--- config.mk ---
export PLATFORM = sky130hd
export DESIGN_NAME = burst_reader
export DESIGN_NICKNAME = d
export VERILOG_FILES = /design/src/rtl/burst_reader.sv
export SDC_FILE = /design/constraint.sdc
export NUM_CORES = 1
export LEC_CHECK = 0
export ABC_CLOCK_PERIOD_IN_PS = 3100
export CORE_MARGIN = 3
export CORE_UTILIZATION = 42
export CTS_CLUSTER_SIZE = 25
export DETAILED_ROUTE_END_ITERATION = 10
export HOLD_SLACK_MARGIN = 0.05
export PLACE_DENSITY_LB_ADDON = 0.05
export SLEW_MARGIN = 10
export SYNTH_ARGS = -nofsm -noshare
export SYNTH_HDL_FRONTEND = slang
export SYNTH_SLANG_ARGS = --single-unit
--- constraint.sdc ---
create_clock -name clock -period 3.1 [get_ports clock]
set_input_delay 0.62 -clock clock [delete_from_list [all_inputs] [get_ports clock]]
set_output_delay 0.62 -clock clock [all_outputs]
set_load 0.1 [all_outputs]
--- src/rtl/burst_reader.sv ---
// burst_reader: turns upstream FIFO occupancy into length-prefixed read
// bursts. When the FIFO holds at least BLEN beats, a request (r_valid/r_len)
// is issued; once accepted, exactly r_len+1 beats are passed straight from
// the FIFO read port to the m_* stream, with m_last on the final beat.
//
// Optional feature (macro BURST_READER_TIMEOUT_EN): a partial residue that
// sits in the FIFO for 2**TBITS-1 idle cycles is flushed as a shorter burst.
// Without the macro only full BLEN-beat bursts are issued.
//
// Ports:
//   clock, reset       rising-edge clock, synchronous active-high reset
//   s_level            beats deliverable from the upstream FIFO
//   s_valid/s_ready    upstream FIFO read handshake, s_data read data
//   r_valid/r_ready    burst request handshake, r_len = beats-1
//   m_valid/m_ready    burst data stream, m_last on final beat, m_data
module burst_reader #(
    parameter int WIDTH = 8,
    parameter int ABITS = 4,
    parameter int BLEN  = 4,
    parameter int TBITS = 4
) (
    input  logic             clock,
    input  logic             reset,
    input  logic [ABITS:0]   s_level,
    input  logic             s_valid,
    output logic             s_ready,
    input  logic [WIDTH-1:0] s_data,
    output logic             r_valid,
    input  logic             r_ready,
    output logic [7:0]       r_len,
    output logic             m_valid,
    input  logic             m_ready,
    output logic             m_last,
    output logic [WIDTH-1:0] m_data
);

    typedef enum logic [1:0] {
        ST_IDLE = 2'd0,
        ST_REQ  = 2'd1,
        ST_DATA = 2'd2
    } state_t;

    localparam logic [ABITS:0] FULL_LVL = (ABITS+1)'(BLEN);
    localparam logic [7:0]     FULL_LEN = 8'(BLEN - 1);

    state_t     state_q, state_d;
    logic [7:0] r_len_q, r_len_d;
    logic [7:0] beat_q, beat_d;

`ifdef BURST_READER_TIMEOUT_EN
    localparam logic [TBITS-1:0] TMO_MAX = '1;
    logic [TBITS-1:0] tmo_q, tmo_d;
`endif

    always_ff @(posedge clock) begin
        if (reset) begin
            state_q <= ST_IDLE;
            r_len_q <= '0;
            beat_q  <= '0;
`ifdef BURST_READER_TIMEOUT_EN
            tmo_q   <= '0;
`endif
        end else begin
            state_q <= state_d;
            r_len_q <= r_len_d;
            beat_q  <= beat_d;
`ifdef BURST_READER_TIMEOUT_EN
            tmo_q   <= tmo_d;
`endif
        end
    end

    always_comb begin
        state_d = state_q;
        r_len_d = r_len_q;
        beat_d  = beat_q;
        r_valid = 1'b0;
        s_ready = 1'b0;
        m_valid = 1'b0;
        m_last  = 1'b0;
        m_data  = '0;
`ifdef BURST_READER_TIMEOUT_EN
        // Default clear covers both "level dropped to zero" and "left IDLE".
        tmo_d   = '0;
`endif
        case (state_q)
            ST_IDLE: begin
                // A full burst always wins, even on the timeout cycle.
                if (s_level >= FULL_LVL) begin
                    r_len_d = FULL_LEN;
                    state_d = ST_REQ;
                end
`ifdef BURST_READER_TIMEOUT_EN
                else if (s_level != '0) begin
                    if (tmo_q == TMO_MAX) begin
                        r_len_d = 8'(s_level - (ABITS+1)'(1));
                        state_d = ST_REQ;
                    end else begin
                        tmo_d = tmo_q + 1'b1;
                    end
                end
`endif
            end
            ST_REQ: begin
                r_valid = 1'b1;
                if (r_ready) begin
                    state_d = ST_DATA;
                    beat_d  = '0;
                end
            end
            ST_DATA: begin
                // Pure pass-through: the FIFO read port is the stream.
                m_valid = s_valid;
                s_ready = m_ready;
                m_data  = s_data;
                m_last  = s_valid && (beat_q == r_len_q);
                if (s_valid && m_ready) begin
                    beat_d = beat_q + 8'd1;
                    if (beat_q == r_len_q) begin
                        state_d = ST_IDLE;
                    end
                end
            end
            default: begin
                state_d = ST_IDLE;
            end
        endcase
    end

    assign r_len = r_len_q;

endmodule

==> reports/qor.txt <==
CP Max Fanout - 11
post-CTS sizing - 0
die area - 0.00239 mm2
Placer Congestion - 0.737
drt total wl - 1660 um
initial antenna violation count - 0
Port Buf Inserts - 29
DRT Pass-1 Iters - 4
Initial DRC Count - 22
Pins Over Slew Limit - 0
Inserted Diodes - 0
wire per inst - 11.7 um
setup bufs post-CTS - 0
Worst Tran Pin Value - 500 ps
worst setup margin - 775 ps
EDFF count, synth - 0
Critical Path RT - 2480 ps
maximum clock frequency - 430 MHz
worst-case clock skew - 5.67 ps
chip width - 48.9 um
Final Instance Area - 0.00108 mm2
max-cap violation count - 0
most frequent cells in the layout - clkdlybuf4s50_1 (15), dfxtp_1 (11), buf_4 (11), and2_1 (9), a21oi_1 (7)
Setup crit end kind - output port
H-tree depth - 1
Simple-Gate Fraction of Synth Area - 40.0%
gr ovfl total - 0
GRT Total Usage - 15.1%
clk slew on worst S/H paths - 70 ps
xor/xnor share of the synthesized area - 0%
sequential cell area - 220 um2
# rows - 14
kind of critical path - reg2out
critical path launch point type - register
Final ANT Viol Nets - 0
CTS tree - yes
P_leak - 0.448 nW
DRC Markers - 0
Post-Syn Area - 772 um2
placed cell area - 0.00105 mm2
worst hold start - beat_q[7]
R2R Path Start - state_q[0]
dpl hpwl - 1320 um
count of cell types in the netlist - 33
unrepaired setup endpoints after global routing - false
Compound-Gate Fraction of Synth Area - 13.0%
FF-to-FF End - beat_q[7]
Post-Syn Instances - 90
Max rail drop VDD - 221 uV
Worst Setup EP - m_last
largest net degree at the start of global routing - 20
Final nets - 138
post-route clock period utilization - 75.0%
Die Ht - 48.9 um
worst r2r path cells - 3
FF+latch count, synth - 11
Top Ports - 38
number of global-route vias before repair - 675
fill count - 159
CTS root buffer - clkbuf_4
status - finished, final reports clean
count of placed standard cells including taps - 138
Final setup viols - 0
first-pass GRT wire length - 2790 um
initial core utilization - 47.9%
Post-Synth Adder-Cell Area - 1.62%
commonest non-fill, non-tap cell in the layout - clkdlybuf4s50_1
crit path DAT - 1710 ps
Final Power - 0.425 mW
PD cells - 394 mW/mm2
cts bufs inserted - 3
worst skew pair latency - 270 ps
min-delay worst type - reg2reg
setup tns final - 0 ps
Clock Path Buffers - 2
mux share of post-synthesis cell area - 6.48%
minimum clock period - 2330 ps
pre-CTS setup slack - 814 ps
reg-to-reg slack, setup - 1660 ps
Post-Layout Cell Count - 142
# hold bufs at CTS - 0
endpoints failing hold - 0
clock sink total - 11
CP Launch Point - state_q[1]
top_reg_cell synth - dfxtp_1
fraction of layout cells with a size suffix above 1 - 18.6%
Via density - 5.20
Seq/Total Area, Yosys - 28.5%
area of the multi-input gates - 497 um2
Max-slew headroom - 66.6%
number of synthesis warnings - 0
Syn Area/Cell - 8.58 um2
via count - 738
Core ar. - 0.00161 mm2
Synth async-reset ratio - 0%
largest family of logic cells by synthesized area - simple AND/OR/NAND/NOR gates
Syn-to-layout area delta - 39.5%
==> state kept, by name (all words and copies together), names as in the netlist <==
signal	flops
r_len	1
state_q	2
beat_q	8
==> power by group <==
part           internal [mW]  total (mW)  switching, mW
registers              0.145       0.153        0.00717
clock network         0.0499       0.100         0.0502
logic                 0.0472       0.172          0.125
total                  0.243       0.425          0.182
==> routing by layer <==
layer  up-vias  track usage (%)  share of wire, %
li1        363                -                 -
met1       338             16.7                43
met2        33             25.1                47
met3         4             6.12               8.8
met4         0             7.11               1.5
met5         -                0                 0
==> worst min path at each step <==
stage / slack, ps / endpoint / depth (start not counted)
2_1_floorplan: 470 / beat_q[7] / 2
3_3_place_gp: 490 / beat_q[7] / 2
3_5_place_dp: 510 / beat_q[4] / 2
4_1_cts: 520 / beat_q[7] / 2
5_1_grt: 530 / beat_q[7] / 2
6_report: 520 / beat_q[7] / 2
==> metrics by stage <==
step	hold slack (ps)	utilization, %
after CTS	523	66.8
after detailed placement	510	65.2
after global placement	489	65.2
after global routing	531	66.8
final	518	66.8
after floorplan	470	-
==> cell type report <==
| class | count | area share, % |
|---|---|---|
| Sequential cell | 11 | 20.4 |
| Inverter | 3 | 1.05 |
| Clock buffer | 4 | 2.44 |
| Tap cell | 24 | 2.79 |
| Timing Repair Buffer | 29 | 27.2 |
| Multi-Input combinational cell | 71 | 46.1 |
==> synth_stat cells, types with 2 or more instances <==
| cell | n | area (um2) |
|---|---|---|
| nand3b_1 | 5 | 37.5 |
| dfxtp_1 | 11 | 220 |
| a211oi_1 | 2 | 15.0 |
| inv_1 | 3 | 11.3 |
| or3b_1 | 5 | 43.8 |
| clkbuf_1 | 2 | 7.51 |
| nand2_1 | 4 | 15.0 |
| or3_1 | 2 | 12.5 |
| buf_4 | 7 | 52.6 |
| mux2i_1 | 5 | 50.1 |
| and2_1 | 9 | 56.3 |
| nor2_1 | 2 | 7.51 |
| nand3_1 | 6 | 30.0 |
| nor3_1 | 2 | 10.0 |
| a21oi_1 | 7 | 35.0 |
==> logic make-up (layout without fill, tap and decap cells) <==
| kind of cell | Yosys count | count (layout) |
|---|---|---|
| fa+ha+maj | 1 | 1 |
| other cells | 1 | 6 |
| compound gates | 14 | 14 |
| buf+inv | 13 | 36 |
| mux | 5 | 5 |
| flops | 11 | 11 |
| simple gates | 45 | 45 |
==> worst max-delay path, stage by stage (launching register included) <==
cell and delay, ps:
dfxtp_1 440, nor2b_1 460, nand2_1 160, nor2_2 180, buf_12 190
Power figures use the tool's default switching activity.
